`config.mk`:
```
export PLATFORM = sky130hd
export DESIGN_NAME = seq_left_shifter
export DESIGN_NICKNAME = d
export VERILOG_FILES = /design/src/rtl/seq_left_shifter.sv
export SDC_FILE = /design/constraint.sdc
export NUM_CORES = 1
export LEC_CHECK = 0
export CORE_MARGIN = 5
export CORE_UTILIZATION = 42
export CTS_CLUSTER_DIAMETER = 60
export DETAILED_ROUTE_END_ITERATION = 8
export GPL_TIMING_DRIVEN = 0
export PLACE_DENSITY = 0.88
export SYNTH_ARGS = -nofsm -noshare
export SYNTH_HDL_FRONTEND = slang
export SYNTH_SLANG_ARGS = --single-unit
```
`constraint.sdc`:
```
create_clock -name clk -period 1.5 [get_ports clk]
set_clock_uncertainty 0.05 [all_clocks]
set_input_delay 0.225 -clock clk [delete_from_list [all_inputs] [get_ports clk]]
set_output_delay 0.225 -clock clk [all_outputs]
set_load 0.01 [all_outputs]
```
`src/rtl/seq_left_shifter.sv`:
```
// Iterative left shifter: accepts an operand, shifts one bit per cycle, then holds the result until it is taken.
// Optional build macro ROTATE_EN turns the logical left shift into a left rotate.
module seq_left_shifter #(
    parameter int WIDTH = 8,
    parameter int SHW   = 3
) (
    input  logic             clk,
    input  logic             rst,
    input  logic             in_valid,
    output logic             in_ready,
    input  logic [WIDTH-1:0] in,
    input  logic [SHW-1:0]   ctrl,
    output logic             out_valid,
    input  logic             out_ready,
    output logic [WIDTH-1:0] out,
    output logic             busy
);

    typedef enum logic [1:0] {
        S_IDLE  = 2'd0,
        S_SHIFT = 2'd1,
        S_DONE  = 2'd2
    } state_t;

    state_t           r_state;
    state_t           w_next;
    logic [WIDTH-1:0] r_data;
    logic [SHW-1:0]   r_cnt;
    logic             w_accept;
    logic             w_fill;

`ifdef ROTATE_EN
    assign w_fill = r_data[WIDTH-1];
`else
    assign w_fill = 1'b0;
`endif

    assign out = r_data;

    always_comb begin
        w_next    = r_state;
        in_ready  = 1'b0;
        out_valid = 1'b0;
        busy      = 1'b0;
        w_accept  = 1'b0;
        case (r_state)
            S_IDLE: begin
                in_ready = 1'b1;
                if (in_valid) begin
                    w_accept = 1'b1;
                    w_next   = (ctrl == '0) ? S_DONE : S_SHIFT;
                end
            end
            S_SHIFT: begin
                busy = 1'b1;
                // Leaving on the edge that performs the last shift keeps the maximum count from wrapping.
                if (r_cnt == SHW'(1)) begin
                    w_next = S_DONE;
                end
            end
            S_DONE: begin
                busy      = 1'b1;
                out_valid = 1'b1;
                if (out_ready) begin
                    w_next = S_IDLE;
                end
            end
            default: begin
                w_next = S_IDLE;
            end
        endcase
    end

    always_ff @(posedge clk) begin
        if (rst) begin
            r_state <= S_IDLE;
            r_data  <= '0;
            r_cnt   <= '0;
        end else begin
            r_state <= w_next;
            if (w_accept) begin
                r_data <= in;
                r_cnt  <= ctrl;
            end else if (r_state == S_SHIFT) begin
                r_data <= {r_data[WIDTH-2:0], w_fill};
                r_cnt  <= r_cnt - SHW'(1);
            end
        end
    end

endmodule

```
==> results.sh <==
export IMPL_synthArstFlopShare=0
export IMPL_dieWidth_um=50.4
export IMPL_drive_above_1_share=0.125
export IMPL_setup_slack_ns=0.0439
export IMPL_worst_ep_required_time_ns=1.22
export IMPL_grt_pass1_vias=640
export IMPL_ir_worst_vdd_uv=1020
export IMPL_busiest_layer="met2"
export IMPL_synth_top_cell_area_share=0.380
export IMPL_synthToLayoutAreaGrowth_pct=47.6
export IMPL_die_h_um=50.4
export IMPL_dr_pass1_iters=4
export IMPL_ys_top_cells_by_count="13 x dfxtp_1, 11 x a211oi_1, 9 x nor2_1, 8 x mux2i_1, 6 x inv_1"
export IMPL_worst_pin_slew_ns=0.458
export IMPL_insertion_delay_ns=0.28
export IMPL_ant_nets=0
export IMPL_gr_usage_met3=0.0562
export IMPL_antenna_found_initial=0
export IMPL_clk_pin_slew_ns=0.08
export IMPL_cts_num_sinks=13
export IMPL_cts_tree="yes"
export IMPL_num_rows=14
export IMPL_final_hold_viol_count=0
export IMPL_synth_main_ff_cell="dfxtp_1"
export IMPL_setup_violations_final=0
export IMPL_cts_hold_buf=0
export IMPL_core_um2=1520
export IMPL_rsz0062_at_grt="false"
export IMPL_grt_max_degree=11
export IMPL_slew_limit_headroom=0.695
export IMPL_globalRouteOverflowTotal=0
export IMPL_cpPeakStageDelay_ns=0.55
export IMPL_vias=644
export IMPL_crit_fanout=3
export IMPL_synth_largest_area_cell="dfxtp_1"
export IMPL_met1_usage=0.169
export IMPL_synthTopCellsByArea="dfxtp_1 38%, a211oi_1 12%, mux2i_1 12%"
export IMPL_netlist_instances=74
export IMPL_tns_ns=0
export IMPL_dp_slack_ns=-0.0658
export IMPL_grt_usage=0.139
export IMPL_viasPerCell=5.37
export IMPL_holdCritPathClass="flip-flop to flip-flop"
export IMPL_syn_area_um2=686
export IMPL_diodes=0
export IMPL_cts_root_buffer="clkbuf_4"
export IMPL_fin_area_um2=1010
export IMPL_yosys_warnings=0
export IMPL_io_buffers=25
export IMPL_cts_buffer_depth=2
export IMPL_critPathLaunchType="flip-flop"
export IMPL_final_max_slew_viol_count=0
export IMPL_yosysUniqueCellTypes=21
export IMPL_path_class="flip-flop to output pin"
export IMPL_numCtsBuffers=3
export IMPL_drv_cap=0
export IMPL_fmax_mhz=687
export IMPL_synth_most_common_cell="dfxtp_1"
export IMPL_crit_buf_inv=1
export IMPL_syn_avg_cell_area_um2=9.27
export IMPL_grt_first_pass_wirelength_mm=2.81
export IMPL_cp_top_family="buffers and inverters"
export IMPL_num_nets_final=125
export IMPL_synth_edf_count=0
export IMPL_slowest_stage="clkdlybuf4s50_1"
export IMPL_finalCriticalPeriod_ns=1.46
export IMPL_start_util=0.450
export IMPL_drc=0
export IMPL_grt_util_met2=0.232
export IMPL_first_iter_violations=10
export IMPL_globalplace_congestion=0.730
export IMPL_wl_per_cell_um=14.0
export IMPL_endpoint_kind="output pin"
export IMPL_hpwl_mm=1.25
export IMPL_wl_mm=1.68
export IMPL_crit_chain="clkdlybuf4s50_1"
export IMPL_n_fill_cell=125
export IMPL_placed_cell_area_um2=956
export IMPL_synth_nets=94
export IMPL_leakagePower_nw=0.477
export IMPL_powerDensity_nw_per_um2=1780
export IMPL_io_pins=26
export IMPL_yosys_register_bits=13
export IMPL_h_tree_depth=1
export IMPL_seq_area_frac_synth=0.380
export IMPL_post_route_period_util=0.971
export IMPL_die_area_um2=2540
export IMPL_cp_arrival_ns=1.18
export IMPL_run_status="completed"
-- sequential cells by signal, summed over array words and instances (netlist names) --
| register | count |
|---|---|
| r_state | 2 |
| out | 8 |
| r_cnt | 3 |
-- what timing repair did --
item | in CTS | in global routing
endpoints found under the setup margin | 3 | 9
setup buffers | 0 | 1
pin swaps | 0 | 1
hold endpoints to repair | 0 | 0
resized for setup | 7 | 9
-- metal layers --
layer / vias to the layer above / share of wire
li1: 323 / -
met5: - / 0
met4: 0 / 0
met1: 293 / 0.42
met2: 28 / 0.47
met3: 0 / 0.11
-- path summary, 6_finish.rpt --
path                            startpoint         end  slack [ns]  cells past startpoint
worst max-delay path                out[1]      out[1]        0.04                      1
worst min-delay path            r_state[0]  r_state[0]        0.43                      2
worst max register to register  r_state[1]  r_state[1]        0.09                      5
worst min register to register  r_state[0]  r_state[0]        0.43                      2
-- stage by stage --
stage	power [mW]	hold slack, ns	utilization	std cells
final	1.80	0.430	0.664	120
after global routing	1.94	0.473	0.664	120
after CTS	1.80	0.429	0.651	119
after detailed placement	1.57	0.431	0.627	115
after global placement	1.54	0.421	0.627	115
after floorplan	1.19	0.248	-	74
-- final cells by class --
| cell class | count | area [um2] | area share |
|---|---|---|---|
| Buffer | 5 | 30.0 | 0.0297 |
| Clock buffer | 4 | 26.3 | 0.0260 |
| Inverter | 6 | 22.5 | 0.0222 |
| Multi-Input combinational cell | 50 | 385 | 0.381 |
| Sequential cell | 13 | 262 | 0.258 |
| Tap cell | 16 | 20.0 | 0.0198 |
| Timing Repair Buffer | 26 | 267 | 0.263 |
-- cell families after synthesis --
| group | Yosys count | share of synthesized area |
|---|---|---|
| xor gates and xnor gates | 2 | 0.0256 |
| AOI/OAI and AO/OA | 17 | 0.184 |
| and+or+nand+nor | 18 | 0.126 |
| buffers and inverters | 11 | 0.0766 |
| DFF | 13 | 0.380 |
| adders and majority gates | 5 | 0.0912 |
| muxes | 8 | 0.117 |
-- report_power, final --
part | switching [mW] | leakage (nW) | internal (mW)
registers | 0.0878 | 0.108 | 0.471
clock network | 0.115 | 0.0150 | 0.103
logic | 0.488 | 0.354 | 0.537
-- layout by cell type (no fill, tap or decap) --
cell type         n
clkdlybuf4s50_1  16
dfxtp_1          12
a211oi_1         11
nor2_1            9
mux2i_1           8
dlymetal6s2s_1    6
inv_1             5
nand2_1           4
ha_1              4
buf_2             3
clkbuf_4          3
clkbuf_1          2
nand3_1           2
a21oi_1           2
inv_2             1
buf_6             1
nand2b_4          1
nor2b_1           1
a221o_1           1
o31ai_1           1
nand3b_1          1
o211ai_1          1
xor2_1            1
xnor2_1           1
o311ai_0          1
ha_4              1
clkbuf_2          1
dlygate4sd2_1     1
clkdlybuf4s15_1   1
dfxtp_2           1
buf_4             1
(Power assumes the default switching activity.)
